`src/rtl/ruta_ctrl_pipe.sv`:
```
`default_nettype none
// +--------------------------------------------------------------------------+
// | ruta_ctrl_pipe : MIPS-subset pipelined control with load-use stalling     |
// | Rev 1.0                                                                   |
// +--------------------------------------------------------------------------+
module ruta_ctrl_pipe #(
  parameter int REG_AW     = 5,
  parameter int LOAD_STALL = 1
) (
  input  logic              clk,
  input  logic              reset,
  input  logic [5:0]        opcode,
  input  logic [5:0]        funct,
  input  logic [REG_AW-1:0] rs,
  input  logic [REG_AW-1:0] rt,
  input  logic [REG_AW-1:0] rd,
  output logic              MEM_RD_I,
  output logic [1:0]        SEL_DIR,
  output logic              resetIF,
  output logic              REG_RD,
  output logic              SEL_IM,
  output logic              pc_en,
  output logic              ifid_en,
  output logic              stall,
  output logic [4:0]        ctrl_EXE,
  output logic [2:0]        ctrl_MEM,
  output logic [1:0]        ctrl_WB,
  output logic [REG_AW-1:0] wr_addr_wb
);

  localparam logic [4:0] C_EXE_BUB    = 5'b00000;
  localparam logic [2:0] C_MEM_BUB    = 3'b111;
  localparam logic [1:0] C_WB_BUB     = 2'b11;
  localparam logic [2:0] C_STALL_INIT = 3'(LOAD_STALL - 1);

  localparam logic [2:0] C_ALU_ADD = 3'd1;
  localparam logic [2:0] C_ALU_SUB = 3'd2;
  localparam logic [2:0] C_ALU_AND = 3'd3;
  localparam logic [2:0] C_ALU_OR  = 3'd4;
  localparam logic [2:0] C_ALU_NOR = 3'd5;
  localparam logic [2:0] C_ALU_CMP = 3'd6;

  logic [2:0]        w_alu;
  logic              w_sel_alu;
  logic              w_sel_reg;
  logic              w_sel_im;
  logic              w_mem_rd;
  logic              w_mem_wr;
  logic              w_wh;
  logic              w_dir_wb;
  logic              w_reg_wr;
  logic              w_reg_rd;
  logic              w_is_j;
  logic              w_is_jr;
  logic              w_uses_rt;
  logic [REG_AW-1:0] w_dest;
  logic              w_ldu_hit;
  logic              w_stall;

  logic [4:0]        r_idex_exe;
  logic [2:0]        r_idex_mem;
  logic [1:0]        r_idex_wb;
  logic [REG_AW-1:0] r_idex_dest;
  logic [2:0]        r_exmem_mem;
  logic [1:0]        r_exmem_wb;
  logic [REG_AW-1:0] r_exmem_dest;
  logic [1:0]        r_memwb_wb;
  logic [REG_AW-1:0] r_memwb_dest;
  logic [2:0]        r_cnt;

  // Defaults are the bubble bundle, so unknown codes fall through harmlessly.
  always_comb begin
    w_alu     = 3'd0;
    w_sel_alu = 1'b0;
    w_sel_reg = 1'b0;
    w_sel_im  = 1'b1;
    w_mem_rd  = 1'b1;
    w_mem_wr  = 1'b1;
    w_wh      = 1'b1;
    w_dir_wb  = 1'b1;
    w_reg_wr  = 1'b1;
    w_reg_rd  = 1'b0;
    w_is_j    = 1'b0;
    w_is_jr   = 1'b0;
    w_uses_rt = 1'b0;
    case (opcode)
      6'h00: begin
        case (funct)
          6'h20:   w_alu = C_ALU_ADD;
          6'h22:   w_alu = C_ALU_SUB;
          6'h24:   w_alu = C_ALU_AND;
          6'h25:   w_alu = C_ALU_OR;
          6'h27:   w_alu = C_ALU_NOR;
          6'h2a:   w_alu = C_ALU_CMP;
          6'h08:   w_is_jr = 1'b1;
          default: ;
        endcase
        if (w_alu != 3'd0) begin
          w_sel_reg = 1'b1;
          w_reg_wr  = 1'b0;
          w_uses_rt = 1'b1;
        end
      end
      6'h08: begin
        w_alu = C_ALU_ADD; w_sel_alu = 1'b1; w_sel_im = 1'b0; w_reg_wr = 1'b0;
      end
      6'h0c: begin
        w_alu = C_ALU_AND; w_sel_alu = 1'b1; w_reg_wr = 1'b0;
      end
      6'h0d: begin
        w_alu = C_ALU_OR; w_sel_alu = 1'b1; w_reg_wr = 1'b0;
      end
      6'h0a: begin
        w_alu = C_ALU_CMP; w_sel_alu = 1'b1; w_sel_im = 1'b0; w_reg_wr = 1'b0;
      end
      6'h23: begin
        w_alu = C_ALU_ADD; w_sel_alu = 1'b1; w_sel_im = 1'b0;
        w_mem_rd = 1'b0; w_dir_wb = 1'b0; w_reg_wr = 1'b0;
      end
      6'h2b: begin
        w_alu = C_ALU_ADD; w_sel_alu = 1'b1; w_sel_im = 1'b0;
        w_mem_wr = 1'b0; w_uses_rt = 1'b1;
      end
      6'h29: begin
        w_alu = C_ALU_ADD; w_sel_alu = 1'b1; w_sel_im = 1'b0;
        w_mem_wr = 1'b0; w_wh = 1'b0; w_uses_rt = 1'b1;
      end
      6'h02: begin
        w_is_j = 1'b1; w_reg_rd = 1'b1;
      end
      default: ;
    endcase
  end

  assign w_dest = w_reg_wr ? '0 : (w_sel_reg ? rd : rt);

  // A load in ID/EX whose destination feeds the instruction now in ID.
  assign w_ldu_hit = !r_idex_mem[2] && (r_idex_dest != '0) &&
                     (((r_idex_dest == rs) && !w_is_j) ||
                      ((r_idex_dest == rt) && w_uses_rt));
  assign w_stall   = (r_cnt != 3'd0) || w_ldu_hit;

  assign MEM_RD_I   = 1'b0;
  assign SEL_DIR    = w_stall ? 2'b00 : (w_is_j ? 2'b01 : (w_is_jr ? 2'b10 : 2'b00));
  assign resetIF    = !w_stall && (w_is_j || w_is_jr);
  assign REG_RD     = w_reg_rd;
  assign SEL_IM     = w_sel_im;
  assign pc_en      = !w_stall;
  assign ifid_en    = !w_stall;
  assign stall      = w_stall;
  assign ctrl_EXE   = r_idex_exe;
  assign ctrl_MEM   = r_exmem_mem;
  assign ctrl_WB    = r_memwb_wb;
  assign wr_addr_wb = r_memwb_dest;

  always_ff @(posedge clk) begin
    if (reset) begin
      r_idex_exe   <= C_EXE_BUB;
      r_idex_mem   <= C_MEM_BUB;
      r_idex_wb    <= C_WB_BUB;
      r_idex_dest  <= '0;
      r_exmem_mem  <= C_MEM_BUB;
      r_exmem_wb   <= C_WB_BUB;
      r_exmem_dest <= '0;
      r_memwb_wb   <= C_WB_BUB;
      r_memwb_dest <= '0;
      r_cnt        <= 3'd0;
    end else begin
      if (w_stall) begin
        r_idex_exe  <= C_EXE_BUB;
        r_idex_mem  <= C_MEM_BUB;
        r_idex_wb   <= C_WB_BUB;
        r_idex_dest <= '0;
      end else begin
        r_idex_exe  <= {w_alu, w_sel_alu, w_sel_reg};
        r_idex_mem  <= {w_mem_rd, w_mem_wr, w_wh};
        r_idex_wb   <= {w_dir_wb, w_reg_wr};
        r_idex_dest <= w_dest;
      end
      r_exmem_mem  <= r_idex_mem;
      r_exmem_wb   <= r_idex_wb;
      r_exmem_dest <= r_idex_dest;
      r_memwb_wb   <= r_exmem_wb;
      r_memwb_dest <= r_exmem_dest;
      if (r_cnt != 3'd0) begin
        r_cnt <= r_cnt - 3'd1;
      end else if (w_ldu_hit) begin
        r_cnt <= C_STALL_INIT;
      end
    end
  end

endmodule
`default_nettype wire

```
`config.mk`:
```
export PLATFORM = sky130hd
export DESIGN_NAME = ruta_ctrl_pipe
export DESIGN_NICKNAME = d
export VERILOG_FILES = /design/src/rtl/ruta_ctrl_pipe.sv
export SDC_FILE = /design/constraint.sdc
export NUM_CORES = 1
export LEC_CHECK = 0
export ABC_CLOCK_PERIOD_IN_PS = 2500
export CAP_MARGIN = 5
export CORE_MARGIN = 2
export CORE_UTILIZATION = 40
export CTS_BUF_LIST = sky130_fd_sc_hd__clkbuf_8 sky130_fd_sc_hd__clkbuf_16
export CTS_CLUSTER_DIAMETER = 100
export DETAILED_ROUTE_END_ITERATION = 7
export PLACE_DENSITY_LB_ADDON = 0.15
export SETUP_SLACK_MARGIN = 0.1
export SYNTH_ARGS = -nofsm -noshare
export SYNTH_HDL_FRONTEND = slang
export SYNTH_SLANG_ARGS = --single-unit
```
`constraint.sdc`:
```
create_clock -name clk -period 2.5 [get_ports clk]
set_clock_uncertainty 0.05 [all_clocks]
set_input_delay 0.375 -clock clk [delete_from_list [all_inputs] [get_ports clk]]
set_output_delay 0.375 -clock clk [all_outputs]
set_load 0.005 [all_outputs]
```
[Word level (Yosys, flattened, before mapping)]
Index checks and enable logic that the tools add are counted.
Cells by class
  $add $sub $neg: 1
  reductions and logical operators: 23
  mux-type cells: 22
  equal/unequal tests: 17
Operator list (count)
  6-bit == test, second input constant: 9
  6-bit by 4-bit == test with 1-bit output, second input constant: 5
  3-bit one-hot mux with 6 select lines: 1
  3-bit one-hot mux with 5 select lines: 1
  1-bit 2-to-1 mux: 11
  5-bit == test: 2
  5-bit OR reduction: 2
  3-bit 2-to-1 mux: 3
  7-bit OR reduction: 1
  6-bit by 2-bit == test with 1-bit output, second input constant: 1
  6-bit zero test: 1
  2-bit 2-to-1 mux: 3
  3-bit nonzero test: 2
  1-bit logical AND: 5
  5-bit 2-to-1 mux: 1
  5-bit nonzero test: 1
  1-bit one-hot mux with 2 select lines: 2
  2-bit OR reduction: 2
  4-bit OR reduction: 1
  1-bit zero test: 3
  1-bit logical OR: 3
  3-bit OR reduction: 1
  3-bit by 1-bit subtractor with 3-bit output, second input constant: 1
  2-bit nonzero test: 1
Storage, ports and cells
  flip-flop bits (word level): 35
  output and inout port bits: 24
  logic and storage cells: 73

[Logic depth before layout (Yosys ltp)]
Gate-level depths: netlist of the first run.
  word-level depth: 12
  gate-level depth with buffers: 9

[Worst setup path after synthesis of the first run]
No wires, ideal clock.
  path type: flip-flop to output port
  from: reg r_cnt[0]
  to: out SEL_DIR[1]
  data arrival time: 2.455 ns
  cell stages (with the launch flop): 10
  path slack: -0.380 ns
  path buffers: 0
  path through: dfxtp_1 -> or2_2 -> inv_1 -> ha_1 -> or4b_1 -> nor3_1 -> a2111o_1 -> o22a_2 -> inv_1 -> nor4_1
Between the ends
  word-level cells in the longest chain between the ends: 3
Ends and longest elaborated chain
  start: declaration: line 69  | logic [2:0] r_cnt;
  start signal: assignment: line 186  | r_cnt <= r_cnt - 3'd1;
  3-bit nonzero test: line 141  | assign w_stall = (r_cnt != 3'd0) || w_ldu_hit;
  1-bit logical OR: line 141
  named net stall: line 24  | output logic stall,
  2-bit 2-to-1 mux: line 144  | assign SEL_DIR = w_stall ? 2'b00 : (w_is_j ? 2'b01 : (w_is_jr ? 2'b10 : 2'b00));
  end: declaration: line 18  | output logic [1:0] SEL_DIR,
The timed path passes the listed nets, and every way through them passes these cells.

[Worst setup path after layout of the first run]
  from: reg r_cnt[0]
  to: out resetIF
Between the ends
  word-level cells in the longest chain between the ends: 4
Ends and longest elaborated chain
  3-bit nonzero test: line 141
  1-bit logical OR: line 141
  1-bit zero test: line 145  | assign resetIF = !w_stall && (w_is_j || w_is_jr);
  1-bit logical AND: line 145
  end: declaration: line 19  | output logic resetIF,
No other way between the ends.

==> results.ini, run 1 <==
[pwr]
p_leak_nw = 1.04
p_sw_mw = 0.285
intPower_mw = 1.01
combPwrFrac_pct = 20.1
p_seq_share_pct = 41.6
vdd_drop_max_v = 0.000378
p_sw_share_pct = 22.0
p_per_area_nw_per_um2 = 505
pwr-share-clk_pct = 38.4

[cells_and_area]
area.growth.synth_to_final_pct = 66.7
final_common_cell = clkdlybuf4s50_1
diodes = 0
fill_cells = 306
layout_common_cells = clkdlybuf4s50_1 (38), buf_4 (37), dfxtp_1 (31), nor2_1 (12), nor2b_1 (11)
drive_gt1_share_pct = 33.2
nets = 289
instances_no_fill = 307

[yosys]
synth_top_area_share_pct = 43.0
synth_area_leader_cell = dfxtp_1
async_flop_share_pct = 0
syn-cell-area_um2 = 1540
yosys_warnings = 0
ys_ff_latch = 33
synth_ff_type = dfxtp_1
synthTopCellsByArea = dfxtp_1 (43%), xnor2_1 (5.1%), nor2b_1 (4.5%)
synth-edff-count = 0
syn_avg_cell_area_um2 = 9.21
synth_nets = 198
synthCells = 167
yosysSeqAreaShare_pct = 43.0
synth.distinct_cells = 43

[setup_path]
cp_max_fo = 3
required_ns = 2.08
critPathCaptureType = output port
worst-setup-path-type = reg -> out
critPathLaunchType = register
reg2regPathDepth = 9
crit_arrival_ns = 2.36

[run_status]
violations = negative setup slack
status = finished, violations left

[worst_hold_path]
hp-class = reg -> reg
whs_path_depth = 1

[routing]
drcViolationCount = 0
routed_wl_um = 4100
wl_per_cell_um = 13.4
drt_iter0_markers = 85
ant_nets = 0
via_per_inst = 5.03
firstDrtPassIters = 4
vias = 1545

[die]
initial_core_util_pct = 41.7
die_w_um = 66
die_area_um2 = 4360
rows = 22
io_pins = 53
fp.dieH_um = 66
fp.coreArea_um2 = 3690

[grt]
grt_max_degree = 19
overflow = 0
antenna_found_initial = 0
grt_usage_pct = 19.9
grt_pass1_wl_um = 6530
grt_pass1_vias = 1489

[place]
io_buffers = 51
dp_hpwl_um = 3210
dp_cells = 292
gp_congestion = 0.820

[clock_tree]
clockRootBuffer = clkbuf_8
clockBufferDepth = 2
cts-buffers-inserted = 5
clkLatencyLatePin_ns = 0.28
htree_levels = 2
holdBufCountCts = 0
cts_tree = yes
cts.reportedPaths.clkPinSlew_ns = 0.06
clkSinkCount = 33

[sta]
rsz0062_at_grt = yes
tns_ns = -1.04
hold_viol_final = 0
period_share_pct = 111
min_period_ns = 2.79
timing.fmax_mhz = 359
setup_viol = 5
layout_setup_ws_ns = -0.286
final_max_slew_viol_count = 0
max-slew-margin-rel_pct = 62.5
tightest_slew_ns = 0.557

[run]
maxCapViolations = 0

-- worst max-delay path, cell delays in order, from the launching register on --
cell	delay, ns
dfxtp_2	0.32
or2_4	0.24
inv_2	0.06
ha_4	0.12
or4b_4	0.47
nor3_4	0.16
a2111o_1	0.16
o22a_2	0.17
inv_2	0.05
nor4_2	0.18
buf_2	0.14
-- cells in the mapped netlist (2+ instances only) --
master and number:
dfxtp_1 33, nor2_1 12, nor2b_1 11, or2_2 9, xnor2_1 9, nand2b_1 7
a21oi_1 6, a22oi_1 6, inv_1 6, nor3_1 6, clkbuf_1 5, nand3_1 5
nor4_1 5, o21a_1 4, buf_4 3, nand2_1 3, o21ai_0 3, or3_1 3
and2_1 2, ha_1 2, mux2i_1 2, nand4_1 2, or4_4 2, xor2_1 2
-- layer usage --
layer  track usage, %  up-vias  routed length, um
met5                0        -                  0
met4             7.91        0                 73
met3             6.13        8                214
met2             34.6       52               2100
met1             22.8      725               1720
li1                 -      760                  -
-- final cells by class --
type                            instances  area [um2]  share of cell area [%]
Multi-Input combinational cell        119         870                    33.9
Tap cell                               48        60.1                    2.34
Clock buffer                            6        82.6                    3.22
Sequential cell                        33         663                    25.9
Inverter                                6        22.5                   0.878
Clock inverter                          2        33.8                    1.32
Timing Repair Buffer                   93         832                    32.5
-- flip-flops by register name, indices dropped and copies added (netlist names) --
register	flops
ctrl_EXE	5
ctrl_MEM	3
ctrl_WB	2
r_cnt	3
r_exmem_dest	5
r_exmem_wb	1
r_idex_dest	5
r_idex_mem	3
r_idex_wb	1
wr_addr_wb	5
-- logic make-up after synthesis --
kind of cell | after synthesis | share of synthesized area, %
and+or+nand+nor | 73 | 27.7
DFF | 33 | 43.0
AOI/OAI and AO/OA | 29 | 14.2
buffers and inverters | 15 | 4.88
xor gates and xnor gates | 11 | 6.27
muxes | 3 | 2.03
adders and majority gates | 2 | 1.63
other | 1 | 0.244
-- what timing repair did --
action,4_1_cts,5_1_grt
endpoints found under the setup margin,20,9
resized for setup,40,7
hold endpoints to repair,0,0
pin swaps,10,4
setup buffers,7,1
-- worst paths after layout --
kind	startpoint	end	slack [ns]
max	r_cnt[0]$_SDFFE_PP0P_	resetIF	-0.29
min	r_idex_wb[0]$_SDFF_PP1_	r_exmem_wb[0]$_SDFF_PP1_	0.36
max reg2reg	r_cnt[0]$_SDFFE_PP0P_	r_idex_mem[0]$_SDFF_PP1_	0.17
min reg2reg	r_idex_wb[0]$_SDFF_PP1_	r_exmem_wb[0]$_SDFF_PP1_	0.36
-- power groups by stage --
stage          registers (mW)  clock network, mW  logic, mW
5_1_grt                 0.539              0.530      0.282
4_1_cts                 0.538              0.510      0.255
3_3_place_gp            0.550                  0      0.233
2_1_floorplan           0.552                  0      0.110
3_5_place_dp            0.550                  0      0.240
6_report                0.538              0.497      0.260
-- through the flow --
step | hold slack [ns] | utilization [%] | power, mW | setup WS [ns] | area, um2
6_report | 0.361 | 69.5 | 1.30 | -0.286 | 2560
5_1_grt | 0.376 | 69.5 | 1.35 | -0.390 | 2560
4_1_cts | 0.360 | 69.3 | 1.30 | -0.298 | 2560
3_5_place_dp | 0.343 | 64.4 | 0.790 | -0.813 | 2370
3_3_place_gp | 0.343 | 64.4 | 0.783 | -0.782 | 2370
2_1_floorplan | 0.339 | - | 0.662 | -0.0904 | 1590
(Power assumes the default switching activity.)
==> run 2, diff against run 1 <==
- ABC_CLOCK_PERIOD_IN_PS: 2500 -> not set
- CAP_MARGIN: 5 -> 10
- HOLD_SLACK_MARGIN: not set -> 0.02
==> results of run 2 <==
The final DEF is identical to that of run 1; final timing and power are the same.
